`src/rtl/qam_tx_pkg.sv`:
```
// ============================================================================
// qam_tx_pkg : shared mode encodings, FSM states and Gray level helper
// Rev 1.0
// ============================================================================
`default_nettype none

package qam_tx_pkg;

    localparam logic MODE_QPSK  = 1'b0;
    localparam logic MODE_16QAM = 1'b1;

    typedef enum logic [1:0] {
        IDLE  = 2'd0,
        RUN   = 2'd1,
        FLUSH = 2'd2
    } state_t;

    // Gray-coded 2-bit group to a signed amplitude level in units of AMP
    function automatic logic signed [2:0] gray2lvl(input logic [1:0] g);
        case (g)
            2'b00:   gray2lvl = -3'sd3;
            2'b01:   gray2lvl = -3'sd1;
            2'b11:   gray2lvl = 3'sd1;
            default: gray2lvl = 3'sd3;
        endcase
    endfunction

endpackage

`default_nettype wire

```
`src/rtl/qam_tx_frontend_if.sv`:
```
// ============================================================================
// qam_tx_frontend_if : source-bit and I/Q-symbol handshake bundle
// Rev 1.0
// ============================================================================
`default_nettype none

interface qam_tx_frontend_if #(
    parameter int W = 9
);
    logic                mode;
    logic                in_valid;
    logic                in_ready;
    logic                in_bit;
    logic                in_last;
    logic                out_valid;
    logic                out_ready;
    logic signed [W-1:0] out_i;
    logic signed [W-1:0] out_q;
    logic                out_last;

    modport master (
        output mode, in_valid, in_bit, in_last, out_ready,
        input  in_ready, out_valid, out_i, out_q, out_last
    );

    modport slave (
        input  mode, in_valid, in_bit, in_last, out_ready,
        output in_ready, out_valid, out_i, out_q, out_last
    );
endinterface

`default_nettype wire

```
`src/rtl/conv_enc_k.sv`:
```
// ============================================================================
// conv_enc_k : rate-1/2 feed-forward convolutional encoder, zero-force tail
// Rev 1.0
// ============================================================================
`default_nettype none

module conv_enc_k #(
    parameter int           K  = 3,
    parameter logic [K-1:0] G0 = 3'b111,
    parameter logic [K-1:0] G1 = 3'b101
) (
    input  wire  clk,
    input  wire  reset,
    input  wire  en_i,
    input  wire  zero_i,
    input  wire  bit_i,
    output logic c0_o,
    output logic c1_o
);

    logic [K-2:0] sr_q, sr_d;
    logic         u;
    logic [K-1:0] taps;

    always_comb begin
        u    = bit_i & ~zero_i;
        taps = {u, sr_q};
        c0_o = ^(G0 & taps);
        c1_o = ^(G1 & taps);
        sr_d = en_i ? {u, sr_q[K-2:1]} : sr_q;
    end

    always_ff @(posedge clk) begin
        if (!reset) begin
            sr_q <= '0;
        end else begin
            sr_q <= sr_d;
        end
    end

endmodule

`default_nettype wire

```
`src/rtl/qam_tx_frontend.sv`:
```
// ============================================================================
// qam_tx_frontend : conv encoder + QPSK/16-QAM Gray mapper with tail flush
// Rev 1.0
// ============================================================================
`default_nettype none

module qam_tx_frontend
    import qam_tx_pkg::*;
#(
    parameter int           K   = 3,
    parameter logic [K-1:0] G0  = 3'b111,
    parameter logic [K-1:0] G1  = 3'b101,
    parameter int           W   = 9,
    parameter int           AMP = 32
) (
    input wire clk,
    input wire reset,
    qam_tx_frontend_if.slave bus
);

    localparam int                  c_TW        = $clog2(K);
    localparam logic [c_TW-1:0]     c_TAIL_LAST = c_TW'(K - 2);
    localparam logic signed [W-1:0] c_AMP       = W'(AMP);

    state_t              state_q, state_d;
    logic                mode_q, mode_d;
    logic                half_q, half_d;
    logic [1:0]          acc_q, acc_d;
    logic [c_TW-1:0]     tail_q, tail_d;
    logic                out_valid_q, out_valid_d;
    logic                out_last_q, out_last_d;
    logic signed [W-1:0] i_smp_q, i_smp_d;
    logic signed [W-1:0] q_smp_q, q_smp_d;

    logic                slot, in_ready, in_fire, flush_step, tail_last;
    logic                enc_en, enc_zero, eff_mode, c0, c1, sym_done;
    logic [3:0]          sym;
    logic signed [2:0]   lvl_i, lvl_q;

    assign slot      = !out_valid_q || bus.out_ready;
    assign in_fire   = bus.in_valid && in_ready;
    assign tail_last = flush_step && (tail_q == c_TAIL_LAST);
    assign enc_en    = in_fire || flush_step;
    // The first bit of a frame must already use the mode it is about to latch
    assign eff_mode  = (state_q == IDLE) ? bus.mode : mode_q;

    conv_enc_k #(
        .K  (K),
        .G0 (G0),
        .G1 (G1)
    ) u_enc (
        .clk    (clk),
        .reset  (reset),
        .en_i   (enc_en),
        .zero_i (enc_zero),
        .bit_i  (bus.in_bit),
        .c0_o   (c0),
        .c1_o   (c1)
    );

    always_ff @(posedge clk) begin
        if (!reset) begin
            state_q <= IDLE;
        end else begin
            state_q <= state_d;
        end
    end

    always_comb begin
        state_d = state_q;
        case (state_q)
            IDLE:    if (in_fire) state_d = bus.in_last ? FLUSH : RUN;
            RUN:     if (in_fire && bus.in_last) state_d = FLUSH;
            FLUSH:   if (tail_last) state_d = IDLE;
            default: state_d = IDLE;
        endcase
    end

    always_comb begin
        in_ready   = 1'b0;
        flush_step = 1'b0;
        enc_zero   = 1'b0;
        case (state_q)
            FLUSH: begin
                flush_step = slot;
                enc_zero   = 1'b1;
            end
            default: in_ready = slot && reset;
        endcase
    end

    // Symbol assembly; a trailing 16-QAM half symbol is zero-padded on the last tail bit
    always_comb begin
        mode_d   = mode_q;
        half_d   = half_q;
        acc_d    = acc_q;
        tail_d   = tail_q;
        sym_done = 1'b0;
        sym      = '0;
        if (in_fire && (state_q == IDLE)) mode_d = bus.mode;
        if (flush_step) tail_d = tail_last ? '0 : tail_q + 1'b1;
        if (enc_en) begin
            if (eff_mode == MODE_QPSK) begin
                sym      = {2'b00, c0, c1};
                sym_done = 1'b1;
            end else if (half_q) begin
                sym      = {acc_q, c0, c1};
                sym_done = 1'b1;
                half_d   = 1'b0;
            end else if (tail_last) begin
                sym      = {c0, c1, 2'b00};
                sym_done = 1'b1;
            end else begin
                acc_d  = {c0, c1};
                half_d = 1'b1;
            end
        end
    end

    always_comb begin
        if (eff_mode == MODE_QPSK) begin
            lvl_i = sym[1] ? 3'sd1 : -3'sd1;
            lvl_q = sym[0] ? 3'sd1 : -3'sd1;
        end else begin
            lvl_i = gray2lvl(sym[3:2]);
            lvl_q = gray2lvl(sym[1:0]);
        end
        out_valid_d = out_valid_q;
        out_last_d  = out_last_q;
        i_smp_d     = i_smp_q;
        q_smp_d     = q_smp_q;
        if (sym_done) begin
            out_valid_d = 1'b1;
            out_last_d  = tail_last;
            i_smp_d     = W'(lvl_i) * c_AMP;
            q_smp_d     = W'(lvl_q) * c_AMP;
        end else if (bus.out_ready) begin
            out_valid_d = 1'b0;
        end
    end

    always_ff @(posedge clk) begin
        if (!reset) begin
            mode_q      <= MODE_QPSK;
            half_q      <= 1'b0;
            acc_q       <= '0;
            tail_q      <= '0;
            out_valid_q <= 1'b0;
            out_last_q  <= 1'b0;
            i_smp_q     <= '0;
            q_smp_q     <= '0;
        end else begin
            mode_q      <= mode_d;
            half_q      <= half_d;
            acc_q       <= acc_d;
            tail_q      <= tail_d;
            out_valid_q <= out_valid_d;
            out_last_q  <= out_last_d;
            i_smp_q     <= i_smp_d;
            q_smp_q     <= q_smp_d;
        end
    end

    assign bus.in_ready  = in_ready;
    assign bus.out_valid = out_valid_q;
    assign bus.out_last  = out_last_q;
    assign bus.out_i     = i_smp_q;
    assign bus.out_q     = q_smp_q;

endmodule

`default_nettype wire

```
`src/flat_wrapper.sv`:
```
// flat-port wrapper written by rule: the top's interface ports become plain ports
module qam_tx_frontend_flat import qam_tx_pkg::*;
#(
    parameter int           K   = 3,
    parameter logic [K-1:0] G0  = 3'b111,
    parameter logic [K-1:0] G1  = 3'b101,
    parameter int           W   = 9,
    parameter int           AMP = 32
)
  (clk, reset, bus_mode, bus_in_valid, bus_in_bit, bus_in_last, bus_out_ready, bus_in_ready, bus_out_valid, bus_out_i, bus_out_q, bus_out_last);
  qam_tx_frontend_if #(.W(W)) bus_i ();
  input wire clk;
  input wire reset;
  input wire logic [$bits(bus_i.mode)-1:0] bus_mode;
  input wire logic [$bits(bus_i.in_valid)-1:0] bus_in_valid;
  input wire logic [$bits(bus_i.in_bit)-1:0] bus_in_bit;
  input wire logic [$bits(bus_i.in_last)-1:0] bus_in_last;
  input wire logic [$bits(bus_i.out_ready)-1:0] bus_out_ready;
  output wire logic [$bits(bus_i.in_ready)-1:0] bus_in_ready;
  output wire logic [$bits(bus_i.out_valid)-1:0] bus_out_valid;
  output wire logic [$bits(bus_i.out_i)-1:0] bus_out_i;
  output wire logic [$bits(bus_i.out_q)-1:0] bus_out_q;
  output wire logic [$bits(bus_i.out_last)-1:0] bus_out_last;
  assign bus_i.mode = bus_mode;
  assign bus_i.in_valid = bus_in_valid;
  assign bus_i.in_bit = bus_in_bit;
  assign bus_i.in_last = bus_in_last;
  assign bus_i.out_ready = bus_out_ready;
  assign bus_in_ready = bus_i.in_ready;
  assign bus_out_valid = bus_i.out_valid;
  assign bus_out_i = bus_i.out_i;
  assign bus_out_q = bus_i.out_q;
  assign bus_out_last = bus_i.out_last;
  qam_tx_frontend #(.K(K), .G0(G0), .G1(G1), .W(W), .AMP(AMP)) u_core (.clk(clk), .reset(reset), .bus(bus_i));
endmodule
```
`config.mk`:
```
export PLATFORM = sky130hd
export DESIGN_NAME = qam_tx_frontend_flat
export DESIGN_NICKNAME = d
export VERILOG_FILES = /design/src/rtl/qam_tx_pkg.sv /design/src/rtl/qam_tx_frontend_if.sv /design/src/rtl/conv_enc_k.sv /design/src/rtl/qam_tx_frontend.sv /design/src/flat_wrapper.sv
export SDC_FILE = /design/constraint.sdc
export NUM_CORES = 1
export LEC_CHECK = 0
export ABC_AREA = 1
export CAP_MARGIN = 20
export CORE_AREA = 2 2 50 52
export CTS_BUF_LIST = sky130_fd_sc_hd__clkbuf_2
export DETAILED_ROUTE_END_ITERATION = 10
export DIE_AREA = 0 0 52 54
export GPL_ROUTABILITY_DRIVEN = 0
export PLACE_DENSITY = 0.78
export SLEW_MARGIN = 5
export SYNTH_ARGS = -nofsm -noshare
export SYNTH_HDL_FRONTEND = slang
export SYNTH_SLANG_ARGS = --single-unit
```
`constraint.sdc`:
```
create_clock -name clk -period 1.96 [get_ports clk]
set_input_delay 0.196 -clock clk [delete_from_list [all_inputs] [get_ports clk]]
set_output_delay 0.196 -clock clk [all_outputs]
set_load 0.05 [all_outputs]
```
==> results.yml, run 1 <==
outcome:
  status: "finished clean"
die:
  start_util: 0.470
  core-area_um2: 2320
  rows: 18
  fp.dieH_um: 54
  io_pins: 28
  die-area_um2: 2810
  die_w_um: 52
synth:
  synth_compound_area_frac: 0.158
  muxShareOfSynthArea: 0
  ys_ff_latch: 17
  synth_common_cells: "nand2_1, dfxtp_1, nor2_1"
  synth_top_family_by_area: "simple AND/OR/NAND/NOR gates"
  synth_cell_types: 27
  syn_area_um2: 1090
  netlist_instances: 146
  synth-simple-area-share: 0.313
  synth_xor_xnor_area_share: 0
  synth_top_cell_area_share: 0.312
  async_flop_share: 0
  yosys.area_share.adder: 0.0459
  yosysWarnings: 0
  post-synth-top-count-cell: "nand2_1"
  synthTopCellsByArea: "dfxtp_1, buf_4, nand2_1"
  synth.avg_cell_area_um2: 7.47
  ys.flop_type: "dfxtp_1"
  synth-edff-count: 0
  yosys.area.top_type: "dfxtp_1"
  synth-seq-area-share: 0.312
grt:
  grt_overflow: 0
  grt_max_degree: 11
  grt_pass1_wl_um: 3810
  antenna_found_initial: 0
  grt_pass1_vias: 920
  grt_usage: 0.183
timing:
  post-route-period-util: 0.948
  slew_violations: 0
  min_period_ns: 1.86
  worstMarginPinSlew_ns: 0.555
  max_freq_ghz: 0.538
  fin_skew_ns: 0.00414
  relSlewSlack: 0.629
  finalHoldViolCount: 0
  setup_ws_ns: 0.103
  fin_setup_tns_ns: 0
  setup_viol: 0
critical_path:
  worstPathRequired_ns: 2.20
  end_kind: "flop"
  crit_type: "flop to flop"
  worst-path-max-fanout: 4
  worst-path-buf-inv: 3
  crit_path_max_incr_delay_ns: 0.40
  cp_slowest_cell: "dfxtp_4"
  r2r_slack_ns: 0.10
  crit_family: "simple AND/OR/NAND/NOR gates"
  cp.arrival_ns: 2.09
  crit_chain: "inv_2, nand2_4, nand2_2, inv_2, nand2_1, nand2_2, a22oi_1, nor2_2, buf_4, ha_1, nor2_1, a21oi_1, a21oi_1"
  critPathLaunchType: "flop"
layout:
  design_area_um2: 1410
  syn2layout_area_growth_pct: 28.9
  diodes: 0
  final_layout_size_suffix_gt1_frac: 0.322
  nets: 189
clock_tree:
  clockBufferDepth: 2
  clkTransAtPathRegs_ns: 0.17
  htreeDepth: 1
  cts_sinks: 17
  root_buffer: "clkbuf_2"
  hold_buffers: 0
  cts_buffers: 3
  clk_latency_ns: 0.29
  tritoncts: "yes"
routing:
  drt_pass1_iterations: 4
  routedWlPerCell_um: 12.0
  vias: 1011
  drcViolationCount: 0
  ant_nets: 0
  vias_per_cell: 4.88
  first_iter_violations: 23
  routed_wl_um: 2480
power_and_ir_drop:
  leakage_nw: 0.644
  power_per_cell_area_nw_per_um2: 670
  ir_drop_v: 0.000572
placement:
  place_ws_ns: -0.248
  io_buffers: 17
  placed_cell_area_um2: 1330
  dp_hpwl_um: 1900
job:
  cap_violations: 0
worst_hold_path:
  hp-class: "flop to flop"
cell type report:
type / instances / area, um^2
flip-flops and latches: 17 / 349
inverters: 19 / 77.6
well taps: 30 / 37.5
repair buffers: 32 / 293
clock buffers: 4 / 20.0
multi-input cells: 105 / 629
fillers: 187 / 913
cells in the final DEF, fill, tap and decap left out:
master / netlist / layout
dfxtp_4: 0 / 2
inv_1: 12 / 11
nand4_4: 1 / 1
a22oi_1: 2 / 1
nor2_2: 1 / 4
nand2_1: 26 / 25
conb_1: 1 / 10
buf_12: 0 / 1
clkinv_1: 1 / 1
buf_4: 13 / 15
clkinv_2: 1 / 1
nand3_2: 2 / 2
inv_6: 1 / 1
o2111ai_1: 1 / 1
a22oi_2: 0 / 1
nand2_2: 5 / 5
o211a_1: 1 / 1
clkdlybuf4s50_1: 0 / 16
a21oi_2: 2 / 2
o21ai_1: 1 / 1
ha_1: 4 / 4
nor2_1: 15 / 11
inv_2: 4 / 5
dfxtp_2: 0 / 1
clkbuf_2: 0 / 4
nand3_1: 6 / 6
o21ai_0: 4 / 4
nor2_4: 1 / 2
dfxtp_1: 17 / 14
o21ai_2: 3 / 3
nand2_4: 6 / 7
a21oi_1: 14 / 14
cell families (layout without fill, tap and decap cells):
group                      count (synthesis)  in the layout
DFF                                       17             17
AOI/OAI and AO/OA                         28             28
and+or+nand+nor                           63             63
buffers and inverters                     33             55
other                                      1             10
adders and majority gates                  4              4
sequential cells by signal, indices dropped and copies added (netlist names), 2 cells and up:
| register | cells |
|---|---|
| u_core.acc_q | 2 |
| u_core.bus.out_i | 3 |
| u_core.bus.out_q | 2 |
| u_core.tail_q | 2 |
| u_core.state_q | 2 |
| u_core.u_enc.sr_q | 2 |
routing by layer:
layer | wire [um] | track usage | share of wire
met4 | 82 | 0.0965 | 0.033
met1 | 1020 | 0.211 | 0.41
met2 | 1270 | 0.331 | 0.51
met3 | 102 | 0.0222 | 0.041
met5 | 0 | 0 | 0
through the flow:
step	hold slack [ns]	cells	total power [mW]	util
floorplan	0.366	155	0.678	-
global route	0.499	207	0.982	0.606
finish	0.473	207	0.942	0.606
detailed placement	0.456	200	0.769	0.573
global placement	0.442	200	0.757	0.573
CTS	0.476	204	0.932	0.582
worst register-to-register path: cells and delay by family, from the launching register on:
kind	cells	cell delay [ns]
adder cells (fa/ha/maj)	1	0.16
AO/OA/AOI/OAI	3	0.46
buffers and inverters	3	0.27
AND/OR/NAND/NOR	6	0.49
flip-flops	1	0.40
worst paths after layout:
check | startpoint | to | cells past startpoint
min reg2reg | u_core.tail_q[1] | u_core.tail_q[1] | 2
max | u_core.state_q[0] | u_core.bus.out_i[7] | 13
min | u_core.tail_q[1] | u_core.tail_q[1] | 2
max reg2reg | u_core.state_q[0] | u_core.bus.out_i[7] | 13
power by group:
part | leakage, nW | switching, mW | total, mW | internal (mW)
Combinational | 0.486 | 0.252 | 0.380 | 0.128
Sequential | 0.141 | 0.0244 | 0.396 | 0.371
Clock | 0.0166 | 0.112 | 0.166 | 0.0541
what timing repair did:
action	CTS	global route
gates resized for setup	1	12
setup buffers	0	3
pin swaps	0	2
setup endpoints to repair	1	2
gates cloned	0	0
No activity file was read; power rests on OpenSTA's default activity.
==> run 2, diff against run 1 <==
--- a/config.mk
+++ b/config.mk
@@ -6,7 +6,7 @@
 export NUM_CORES = 1
 export LEC_CHECK = 0
 export ABC_AREA = 1
-export CAP_MARGIN = 20
+export CAP_MARGIN = 40
 export CORE_AREA = 2 2 50 52
 export CTS_BUF_LIST = sky130_fd_sc_hd__clkbuf_2
 export DETAILED_ROUTE_END_ITERATION = 10
==> results of run 2 <==
Same layout as run 1: the final DEF is identical, and so are final timing and power.
